===== config.mk =====
export PLATFORM = sky130hd
export DESIGN_NAME = cordic_gain_comp_flat
export DESIGN_NICKNAME = d
export VERILOG_FILES = /design/src/rtl/cordic_pkg.sv /design/src/rtl/cordic_gain_comp_if.sv /design/src/rtl/cordic_gain_lane.sv /design/src/rtl/cordic_gain_comp.sv /design/src/flat_wrapper.sv
export SDC_FILE = /design/constraint.sdc
export NUM_CORES = 1
export LEC_CHECK = 0
export CORE_AREA = 2 2 103 105
export CTS_BUF_LIST = sky130_fd_sc_hd__clkbuf_2
export DETAILED_ROUTE_END_ITERATION = 10
export DIE_AREA = 0 0 105 107
export PLACE_DENSITY = 0.82
export SLEW_MARGIN = 15
export SYNTH_ARGS = -nofsm -noshare
export SYNTH_HDL_FRONTEND = slang
export SYNTH_HIERARCHICAL = 1
export SYNTH_SLANG_ARGS = --single-unit

===== constraint.sdc =====
create_clock -name clk -period 3.7 [get_ports clk]
set_input_delay 0.555 -clock clk [delete_from_list [all_inputs] [get_ports clk]]
set_output_delay 0.555 -clock clk [all_outputs]
set_load 0.03 [all_outputs]

===== src/rtl/cordic_pkg.sv =====
// cordic_pkg: shared constants and FSM state type for the CORDIC gain compensation stage.
package cordic_pkg;
  localparam int CORDIC_DATA_W = 11;
  localparam int CORDIC_FRAC_W = 8;
  localparam int CORDIC_GAIN_Q8 = 155;
  localparam int CORDIC_ACC_W = CORDIC_DATA_W + CORDIC_FRAC_W;
  typedef enum logic [1:0] {IDLE, MUL, DONE} state_t;
endpackage


===== src/rtl/cordic_gain_comp_if.sv =====
// cordic_gain_comp_if: input/output valid-ready bundle; master drives vectors, slave is the compensator.
interface cordic_gain_comp_if #(parameter int DATA_W = cordic_pkg::CORDIC_DATA_W);
  logic in_valid;
  logic in_ready;
  logic signed [DATA_W-1:0] Vx;
  logic signed [DATA_W-1:0] Vy;
  logic out_valid;
  logic out_ready;
  logic signed [DATA_W-1:0] C_Vx;
  logic signed [DATA_W-1:0] C_Vy;
  modport master (output in_valid, Vx, Vy, out_ready, input in_ready, out_valid, C_Vx, C_Vy);
  modport slave (input in_valid, Vx, Vy, out_ready, output in_ready, out_valid, C_Vx, C_Vy);
endinterface


===== src/rtl/cordic_gain_lane.sv =====
// cordic_gain_lane: one operand register and shift-add accumulator; final scale-down by FRAC_W.
// CORDIC_GAIN_ROUND_EN selects round-half-up instead of floor on the final shift.
module cordic_gain_lane #(
  parameter int DATA_W = cordic_pkg::CORDIC_DATA_W,
  parameter int FRAC_W = cordic_pkg::CORDIC_FRAC_W,
  parameter int ACC_W = DATA_W + FRAC_W,
  parameter int CNT_W = $clog2(FRAC_W)
) (
  input  logic clk,
  input  logic rst_n,
  input  logic load,
  input  logic add_en,
  input  logic [CNT_W-1:0] shift,
  input  logic signed [DATA_W-1:0] v,
  output logic signed [DATA_W-1:0] c
);
  logic signed [DATA_W-1:0] opr;
  logic signed [ACC_W-1:0] acc;
  logic signed [ACC_W-1:0] rnd;
  always_ff @(posedge clk or negedge rst_n) begin
    if (!rst_n) begin
      opr <= '0;
      acc <= '0;
    end else if (load) begin
      opr <= v;
      acc <= '0;
    end else if (add_en) begin
      acc <= acc + (ACC_W'(opr) <<< shift);
    end
  end
`ifdef CORDIC_GAIN_ROUND_EN
  assign rnd = acc + ACC_W'(1 << (FRAC_W - 1));
`else
  assign rnd = acc;
`endif
  assign c = rnd[FRAC_W +: DATA_W];
endmodule


===== src/rtl/cordic_gain_comp.sv =====
// cordic_gain_comp: multiplies a CORDIC vector by GAIN/2**FRAC_W, one constant bit per cycle.
// Optional build macro CORDIC_GAIN_ROUND_EN rounds half up instead of truncating.
module cordic_gain_comp
  import cordic_pkg::*;
#(
  parameter int DATA_W = CORDIC_DATA_W,
  parameter int FRAC_W = CORDIC_FRAC_W,
  parameter int GAIN = CORDIC_GAIN_Q8
) (
  input logic clk,
  input logic rst_n,
  cordic_gain_comp_if.slave bus
);
  localparam int CNT_W = $clog2(FRAC_W);
  localparam logic [FRAC_W-1:0] GAIN_B = GAIN[FRAC_W-1:0];
  state_t state, nxt;
  logic [CNT_W-1:0] cnt;
  logic load, add_en;
  always_ff @(posedge clk or negedge rst_n) begin
    if (!rst_n) begin
      state <= IDLE;
      cnt <= '0;
    end else begin
      state <= nxt;
      cnt <= state == MUL ? cnt + 1'b1 : '0;
    end
  end
  always_comb begin
    nxt = state == IDLE ? (bus.in_valid ? MUL : IDLE) :
          state == MUL  ? (cnt == CNT_W'(FRAC_W - 1) ? DONE : MUL) :
                          (bus.out_ready ? IDLE : DONE);
    load = state == IDLE && bus.in_valid;
    add_en = state == MUL && GAIN_B[cnt];
  end
  assign bus.in_ready = state == IDLE;
  assign bus.out_valid = state == DONE;
  cordic_gain_lane #(.DATA_W(DATA_W), .FRAC_W(FRAC_W), .CNT_W(CNT_W)) u_x (
    .clk(clk), .rst_n(rst_n), .load(load), .add_en(add_en), .shift(cnt), .v(bus.Vx), .c(bus.C_Vx)
  );
  cordic_gain_lane #(.DATA_W(DATA_W), .FRAC_W(FRAC_W), .CNT_W(CNT_W)) u_y (
    .clk(clk), .rst_n(rst_n), .load(load), .add_en(add_en), .shift(cnt), .v(bus.Vy), .c(bus.C_Vy)
  );
endmodule


===== src/flat_wrapper.sv =====
// flat-port wrapper written by rule: the top's interface ports become plain ports
module cordic_gain_comp_flat import cordic_pkg::*;
#(
  parameter int DATA_W = CORDIC_DATA_W,
  parameter int FRAC_W = CORDIC_FRAC_W,
  parameter int GAIN = CORDIC_GAIN_Q8
)
  (clk, rst_n, bus_in_valid, bus_Vx, bus_Vy, bus_out_ready, bus_in_ready, bus_out_valid, bus_C_Vx, bus_C_Vy);
  cordic_gain_comp_if #(.DATA_W(DATA_W)) bus_i ();
  input logic clk;
  input logic rst_n;
  input wire logic [$bits(bus_i.in_valid)-1:0] bus_in_valid;
  input wire logic [$bits(bus_i.Vx)-1:0] bus_Vx;
  input wire logic [$bits(bus_i.Vy)-1:0] bus_Vy;
  input wire logic [$bits(bus_i.out_ready)-1:0] bus_out_ready;
  output wire logic [$bits(bus_i.in_ready)-1:0] bus_in_ready;
  output wire logic [$bits(bus_i.out_valid)-1:0] bus_out_valid;
  output wire logic [$bits(bus_i.C_Vx)-1:0] bus_C_Vx;
  output wire logic [$bits(bus_i.C_Vy)-1:0] bus_C_Vy;
  assign bus_i.in_valid = bus_in_valid;
  assign bus_i.Vx = bus_Vx;
  assign bus_i.Vy = bus_Vy;
  assign bus_i.out_ready = bus_out_ready;
  assign bus_in_ready = bus_i.in_ready;
  assign bus_out_valid = bus_i.out_valid;
  assign bus_C_Vx = bus_i.C_Vx;
  assign bus_C_Vy = bus_i.C_Vy;
  cordic_gain_comp #(.DATA_W(DATA_W), .FRAC_W(FRAC_W), .GAIN(GAIN)) u_core (.clk(clk), .rst_n(rst_n), .bus(bus_i));
endmodule

### After elaboration in Yosys (flattened, before gate mapping)

Memories as Yosys holds them, arrays and structs flattened.
Cells that the tools add are included.

| storage, ports and cells | value |
|---|---|
| register bits | 65 |
| ROM bits | 8 |
| bits of input ports | 26 |
| output and inout bits | 24 |
| word-level logic and storage cells | 31 |
| memories | 1 |

Memory list:

| name | depth | width | read ports | clocked after Yosys merged registers in | wr ports | RTL line | source |
|---|---|---|---|---|---|---|---|
| (no name shown) | 8 | 1 | 1 | 0 | 0 | cordic_gain_comp.sv:33 | `add_en = state == MUL && GAIN_B[cnt];` |

| operators by class | value |
|---|---|
| $add $sub $neg | 3 |
| $lt $le $gt $ge | 1 |
| eq/ne operators | 3 |
| shifts and indexed selects | 2 |
| mux-type cells | 11 |
| reductions and logical operators | 4 |

Operators by type and width:

| operator | count |
|---|---|
| $mux 19 | 4 |
| $add 19x19->19 | 2 |
| $sshl 11x3->19 | 2 |
| $mux 2 | 4 |
| $lt 3x4->1 const B | 1 |
| $add 3x1->3 const B | 1 |
| $eq 3x3->1 const B | 1 |
| $mux 3 | 1 |
| $eq 2x1->1 const B | 1 |
| $eq 2x2->1 const B | 1 |
| $logic_and 1x1->1 | 2 |
| $logic_not 2->1 | 1 |
| $mux 1 | 2 |
| $reduce_bool 2->1 | 1 |

### Logic depth before layout (Yosys ltp)

Gate-level depths: netlist (run 1).

| logic depth | value |
|---|---|
| depth in word-level cells | 5 |
| mapped depth | 15 |
| gate-level depth less buffers | 13 |

### Hierarchy

Netlist (run 1), hierarchy kept.

By module, submodules not included:

| module | instances | cells an instance | area an instance (um^2) | seq. area each (um^2) |
|---|---|---|---|---|
| cordic_gain_lane (u_core.u_y) | 1 | 298 | 2643.8 | 750.7 |
| cordic_gain_lane (u_core.u_x) | 1 | 285 | 2567.5 | 750.7 |
| cordic_gain_comp | 1 | 24 | 259.0 | 125.1 |

### Worst setup path before layout (run 1)

No wires, ideal clock.

| timing | value |
|---|---|
| path type | flip-flop to flip-flop |
| start | register u_core.cnt[0] |
| end | register u_core.u_x.acc[18] |
| library setup time | 0.129 ns |
| arrival time | 3.335 ns |
| required time | 3.571 ns |
| setup slack | 0.237 ns |
| stages on the path, launching flop included | 15 |
| buffers on the path | 2 |
| period minus slack after synthesis | 3.463 ns |
| cells stage by stage | dfrtp_1 > clkbuf_1 > clkbuf_1 > mux2i_1 > nand2_1 > o21ai_0 > o21bai_1 > ha_1 > a21o_1 > a221o_1 > a31o_4 > a21oi_4 > nor2_2 > mux2i_1 > a2111o_1 |

| between the ends | value |
|---|---|
| longest elaborated chain between the ends | 4 |
| elaborated cells on any way between the ends | 8 |
| classes of those cells | 1 x add/sub; 1 x shift; 3 x mux; 2 x reduce/logical; 1 x memory |

Ends and longest elaborated chain:

| element | RTL line | source |
|---|---|---|
| start: declaration | cordic_gain_comp.sv:17 | `logic [CNT_W-1:0] cnt;` |
| start signal: assignment | cordic_gain_comp.sv:25 | `cnt <= state == MUL ? cnt + 1'b1 : '0;` |
| $sshl 11x3->19 / $mem_v2 8x1 (equally long branches) | -- |  |
| $add 19x19->19 / $mux 1 (equally long branches) | cordic_gain_lane.sv:28, cordic_gain_comp.sv:33 |  |
| $mux 19 / $logic_and 1x1->1 (equally long branches) | cordic_gain_lane.sv:27, cordic_gain_comp.sv:33 |  |
| $mux 19 / $reduce_bool 2->1 (equally long branches) | -- |  |
| end signal: assignment | cordic_gain_lane.sv:28 | `acc <= acc + (ACC_W'(opr) <<< shift);` |
| end: declaration | cordic_gain_lane.sv:18 | `logic signed [ACC_W-1:0] acc;` |

Parallel ways exist; a longest one is shown, timed or not. The select of a mux whose other input is x is not followed.
A chain may end at the register's enable or synchronous reset.

### Final worst setup path (run 1)

| timing | value |
|---|---|
| start | register u_core.cnt[0] |
| end | register u_core.u_y.acc[16] |

| between the ends | value |
|---|---|
| longest elaborated chain between the ends | 4 |
| elaborated cells on any way between the ends | 8 |
| classes of those cells | 1 x add/sub; 1 x shift; 3 x mux; 2 x reduce/logical; 1 x memory |

Ends and longest elaborated chain:

| element | RTL line |
|---|---|
| $sshl 11x3->19 / $mem_v2 8x1 (equally long branches) | -- |
| $add 19x19->19 / $mux 1 (equally long branches) | cordic_gain_lane.sv:28, cordic_gain_comp.sv:33 |
| $mux 19 / $logic_and 1x1->1 (equally long branches) | cordic_gain_lane.sv:27, cordic_gain_comp.sv:33 |
| $mux 19 / $reduce_bool 2->1 (equally long branches) | -- |
| end signal: assignment | cordic_gain_lane.sv:28 |
| end: declaration | cordic_gain_lane.sv:18 |

Parallel ways exist; a longest one is shown, timed or not. The select of a mux whose other input is x is not followed.

==> results of run 1 <==
-- cell usage in the layout (no fill, tap or decap), drive strengths merged, types with 3 or more instances in the layout --
cell type      netlist  layout
a211oi               8       8
a21boi               4       4
a21o                17      17
a21oi               36      36
a221o                5       5
a311oi               4       4
a31oi                7       7
and2                 5       5
and3                 4       4
buf                 33      15
clkbuf              15      11
clkdlybuf4s50        0      48
clkinv               1       6
dfrtp               65      65
ha                  39      39
inv                 13      13
mux2                33      33
mux2i               41      41
nand2               56      56
nand2b               8       8
nand3               11      11
nand3b               5       5
nand4                7       7
nand4b               4       4
nor2                56      56
nor2b                8       8
nor3                14      14
nor3b                4       4
nor4                 3       3
o21a                 5       5
o21ai               33      33
o21bai               6       6
o22ai                4       4
xnor2               15      15
-- routing by layer --
metal	vias to the layer above	GRT usage (%)	wire [um]
li1	2266	-	-
met5	-	0	0
met4	0	11.6	333
met2	143	41.0	6240
met1	2263	31.6	6090
met3	39	5.11	725
-- state kept, by name, indices dropped and copies added (netlist names) --
| register | cells |
|---|---|
| u_core/state | 2 |
| u_core/u_x/opr | 11 |
| u_core/cnt | 3 |
| u_core/u_y/opr | 11 |
| u_core/u_x/acc | 19 |
| u_core/u_y/acc | 19 |
-- logic make-up after synthesis --
kind of cell | after synthesis | share of synthesized area [%]
compound gates | 149 | 19.0
fa+ha+maj | 41 | 9.65
flops | 65 | 29.7
xor+xnor | 17 | 2.72
mux | 74 | 14.3
simple gates | 199 | 18.6
buf+inv | 62 | 5.99
-- path summary, 6_finish.rpt --
check | startpoint | end | slack [ns] | cells after the start
max | u_core/cnt[0]$_DFF_PN0_ | u_core/u_y/acc[16]$_DFFE_PN0P_ | 0.26 | 11
min | rst_n | u_core/u_y/acc[18]$_DFFE_PN0P_ | 0.46 | 2
max reg2reg | u_core/cnt[0]$_DFF_PN0_ | u_core/u_y/acc[16]$_DFFE_PN0P_ | 0.26 | 11
min reg2reg | u_core/u_x/acc[4]$_DFFE_PN0P_ | u_core/u_x/acc[4]$_DFFE_PN0P_ | 0.56 | 2
max in group asynchronous | rst_n | u_core/u_x/acc[9]$_DFFE_PN0P_ | 2.26 | 3
min in group clk | bus_out_ready | u_core/state[1]$_DFF_PN0_ | 0.55 | 2
-- Yosys cell counts, types with 6 or more instances --
master	count	area, um2
dfrtp_1	65	1630
nand2_1	55	206
nor2_1	55	206
mux2i_1	41	410
ha_1	39	488
a21oi_1	33	165
mux2_2	32	360
o21ai_0	32	160
buf_4	22	165
a21o_1	17	128
clkbuf_1	15	56.3
xnor2_1	15	131
nor3_1	14	70.1
inv_1	13	48.8
nand3_1	10	50.1
a211oi_1	8	60.1
nor2b_1	8	50.1
a31oi_1	7	43.8
nand2b_1	7	43.8
nand4_1	7	43.8
buf_1	6	22.5
-- cell type report --
class,count,area [um2]
Clock buffer,11,55.1
Clock inverter,5,22.5
Fill cell,903,4020
Inverter,14,52.6
Multi-Input combinational cell,480,3530
Sequential cell,65,1630
Tap cell,136,170
Timing Repair Buffer,64,613
-- worst max-delay path: stages, from the launching register on --
cell      delay (ns)
dfrtp_1         0.56
buf_12          0.20
mux2_2          0.35
o21ai_0         0.32
mux2i_1         0.19
ha_1            0.41
and2_1          0.23
a221oi_2        0.35
o21a_1          0.16
nor2_1          0.05
a211o_1         0.23
a221o_1         0.29
-- through the flow --
stage,util (%),cell area (um2)
after global placement,59.3,5980
final,60.1,6070
after CTS,60.1,6070
after global routing,60.1,6070
after detailed placement,59.3,5980
after floorplan,-,5470
==> flow_summary.ini, run 1 <==
[run_status]
status = finished, final reports clean

[synth]
ys_warn_count = 6
async_flop_share_pct = 100
synthCells = 607
syn_avg_cell_area_um2 = 9.01
synthesis.area_mm2 = 0.00547
synth_enable_flop_cells = 0
ys_seq_elements = 65
ys_seq_area_share_pct = 29.7
syn_nets = 674
synth_ff_type = dfrtp_1
synth_cell_types = 77

[sta]
final-hold-violation-count = 0
rsz0062_at_grt = false
slew_viol_final = 0
max_freq_mhz = 291
fin_tns_setup_ns = 0
finalWorstSetupSlack_ns = 0.262
min_period_over_period_pct = 92.9
tightest_slew_ns = 0.735
holdWs_ns = 0.457
setup_viol = 0
skew_ns = 0.0355
min_period_ns = 3.44
slew_headroom_pct = 50.8

[detailed_routing]
drtIter0Drc = 269
vias_per_cell = 6.08
wl_um = 13400
drc = 0
first_pass_iters = 6
num_vias = 4711
routedWlPerCell_um = 17.3
drtAntennaViolNets = 0

[clock_tree]
cts_tree = yes
clock_latency_ns = 0.56
hold_buffers = 1
cts_root_buffer = clkbuf_2
post_cts_buffers = 0
cts.sinks = 65
cts_made_buffers = 9
cts_resized = 0
clock_path_buffers = 2
ctsHtreeMaxLevel = 3
path_clk_slew_ns = 0.19

[floorplanning]
die-area_mm2 = 0.0112
die_w_um = 105
core_mm2 = 0.0101
start_util_pct = 54.2
boundaryPins = 50
die_h_um = 107
num_rows = 37

[final_layout]
drive_gt1_share_pct = 12.7
final_nets = 701
antenna_cells = 0
syn2layout_area_growth_pct = 10.9
stdcell_count = 775

[run]
maxCapViolCount = 0

[grt]
grt_pass1_wl_um = 22500
grt_overflow = 0
grt_use_total_pct = 24.9
antenna_found_initial = 0
grt_pass1_vias = 4718
grt_max_degree = 46

[placed_design]
dp_hpwl_um = 10300
post-place-ws_ns = 0.331
dp.cells = 758
place_congestion = 0.944
portBuffers = 49

[critical_path]
cp.arrival_ns = 3.90
end_kind = flip-flop
worstPathRequired_ns = 4.16
crit_path_start_kind = flip-flop
crit_type = flip-flop to flip-flop
crit_fanout = 18

[worst_hold_path]
hold_path_class = input port to asynchronous set/reset pin
Power of run 1 is left out: the tool's default activity adds up to more than one toggle a clock period on the data nets, which glitch-free logic cannot reach.
==> run 2: changes to the inputs <==
--- a/config.mk
+++ b/config.mk
@@ -10,7 +10,8 @@
 export DETAILED_ROUTE_END_ITERATION = 10
 export DIE_AREA = 0 0 105 107
 export PLACE_DENSITY = 0.82
-export SLEW_MARGIN = 15
+export RECOVER_POWER = 50
+export SLEW_MARGIN = 25
 export SYNTH_ARGS = -nofsm -noshare
 export SYNTH_HDL_FRONTEND = slang
 export SYNTH_HIERARCHICAL = 1
==> constraint.sdc (replaced) <==
create_clock -name clk -period 3.1 [get_ports clk]
set_input_delay 0.465 -clock clk [delete_from_list [all_inputs] [get_ports clk]]
set_output_delay 0.465 -clock clk [all_outputs]
set_load 0.03 [all_outputs]
==> run 2 against run 1 <==
Compared with the run above:
- maximum frequency rose by 7.6%
- routed wire length rose by 15%
- flip-flop and latch count did not move
- core utilization rose by 9.1 points
- final area rose by 15%
- global-route usage rose by 1.4 points
- die area did not move
- the flow now finishes with violations (max-capacitance violations, max-slew violations, negative setup slack)
- clock skew fell by 0.0079 ns
- non-clock buffer count rose by 50
- count of clock-buffer cells in the layout fell by 2
- highest routed layer unchanged
- critical path type unchanged
==> flow_summary.ini, run 2 (synthesized netlist as in run 1, its figures left out) <==
[worst_hold_path]
min_delay_path_depth = 2
holdPathEnd = u_core/state[1]$_DFF_PN0_
hold_path_class = input port to flip-flop
hold_path_startpoint = bus_out_ready

[floorplanning]
start_util_pct = 54.2
die-area_mm2 = 0.0112
die_h_um = 107
boundaryPins = 50
num_rows = 37
die_w_um = 105
core_mm2 = 0.0101

[critical_path]
crit_fanout = 8
r2r_slack_ns = -0.09
cp.arrival_ns = 3.68
crit_path_start_kind = flip-flop
r2r-start = u_core/cnt[0]$_DFF_PN0_
end_kind = flip-flop
r2r_end = u_core/u_x/acc[15]$_DFFE_PN0P_
r2r_cells = 12
crit_type = flip-flop to flip-flop
worstPathRequired_ns = 3.59

[final_layout]
syn2layout_area_growth_pct = 27.8
design_area_mm2 = 0.00699
final_common_cell = dfrtp_1
drive_gt1_share_pct = 29.5
most-common-layout-cells = dfrtp_1, nand2_1, buf_4, clkdlybuf4s50_1, nor2_1
final_nets = 751
stdcell_count = 825
final_util_pct = 69.3
reg_top3 = u_core/u_x/acc x19, u_core/u_y/acc x19
antenna_cells = 0

[sta]
final-hold-violation-count = 0
rsz0062_at_grt = true
slew_viol_final = 67
slew_headroom_pct = -30.1
finalWorstSetupSlack_ns = -0.0943
setup_viol = 11
max_freq_mhz = 313
skew_ns = 0.0276
tightest_slew_ns = 1.95
min_period_over_period_pct = 103
min_period_ns = 3.19

[clock_tree]
path_clk_slew_ns = 0.24
cts_made_buffers = 9
clock_latency_ns = 0.57
cts_root_buffer = clkbuf_2
cts.sinks = 65
cts_tree = yes
clock_path_buffers = 2
ctsHtreeMaxLevel = 3

[placed_design]
portBuffers = 49
dpl_cell_area_mm2 = 0.00624
dp.cells = 789
post-place-ws_ns = -0.0343
place_congestion = 0.967
dp_hpwl_um = 10500

[grt]
grt_overflow = 0
grt_use_total_pct = 26.3
antenna_found_initial = 0
grt_pass1_vias = 5084
grt_pass1_wl_um = 23900
grt_max_degree = 37

[detailed_routing]
wl_um = 15500
drtAntennaViolNets = 0
drtIter0Drc = 314
first_pass_iters = 6
num_vias = 5112
vias_per_cell = 6.20
routedWlPerCell_um = 18.7
drc = 0

[run_status]
status = finished, violations left
violations = max-capacitance violations, max-slew violations, negative setup slack

[run]
maxCapViolCount = 2
## run 2: cell count changes in the layout (fill, tap and decap cells not counted), moves of 5 or more
cell and delta:
ha_2 +5, ha_1 -11, nor2_1 -7, o21ai_1 +12, a21oi_1 -5, buf_6 +9, a21oi_2 +5, buf_4 +37
ha_4 +6, mux2i_2 +6, o21ai_0 -17, mux2i_1 -9
## run 2: layer usage
layer / track usage, % / vias up / routed length (um)
met3: 3.77 / 58 / 812
met5: 0 / - / 0
met2: 46.8 / 208 / 7870
met4: 13.5 / 0 / 627
li1: - / 2379 / -
met1: 30.9 / 2467 / 6150
## run 2: worst max-delay path by stage
| stage | from | slack [ns] | to | cells past startpoint |
|---|---|---|---|---|
| 5_1_grt | u_core/cnt[0]$_DFF_PN0_ | -0.20 | u_core/u_x/acc[18]$_DFFE_PN0P_ | 13 |
| 6_report | u_core/cnt[0]$_DFF_PN0_ | -0.09 | u_core/u_x/acc[15]$_DFFE_PN0P_ | 12 |
| 3_3_place_gp | u_core/cnt[0]$_DFF_PN0_ | 0.02 | u_core/u_x/acc[18]$_DFFE_PN0P_ | 11 |
| 4_1_cts | u_core/cnt[0]$_DFF_PN0_ | -0.04 | u_core/u_x/acc[18]$_DFFE_PN0P_ | 12 |
| 3_5_place_dp | u_core/cnt[0]$_DFF_PN0_ | -0.03 | u_core/u_x/acc[18]$_DFFE_PN0P_ | 11 |
| 2_1_floorplan | u_core/cnt[0]$_DFF_PN0_ | -0.03 | u_core/u_x/acc[18]$_DFFE_PN0P_ | 13 |
## run 2: stage by stage
stage / TNS, ns / hold WS (ns)
finish: -0.457 / 0.421
CTS: -0.0519 / 0.405
detailed placement: -0.0520 / 0.523
global route: -2.72 / 0.383
floorplan: -0.0250 / 0.169
global placement: 0 / 0.513
## run 2: area by class of cell
| cell class | count | area, um2 |
|---|---|---|
| multi-input cells | 480 | 4000 |
| well taps | 136 | 170 |
| flip-flops and latches | 65 | 1630 |
| clock buffers | 9 | 45.0 |
| repair buffers | 114 | 1040 |
| fillers | 766 | 3100 |
| inverters | 14 | 56.3 |
| clock inverters | 7 | 53.8 |
## run 2: what timing repair did
action                     4_1_cts  5_1_grt
hold endpoints to repair        65        0
buffers inserted                 3       16
hold buffers                     1        0
setup endpoints to repair       12       21
gates resized for setup         19      100
cloned                           0        1
pin swaps                        2       44
## run 2: critical path, cell delays in order (launching register included)
cell and delay [ns]:
dfrtp_2 0.56, buf_6 0.18, mux2i_2 0.30, nand2_1 0.12
o21ai_2 0.10, mux2i_1 0.10, ha_1 0.34, and4_1 0.23
a21boi_1 0.15, o31ai_1 0.51, a31oi_1 0.19, xnor2_1 0.17
o21ai_0 0.15
Power of run 2 is left out for the same reason.
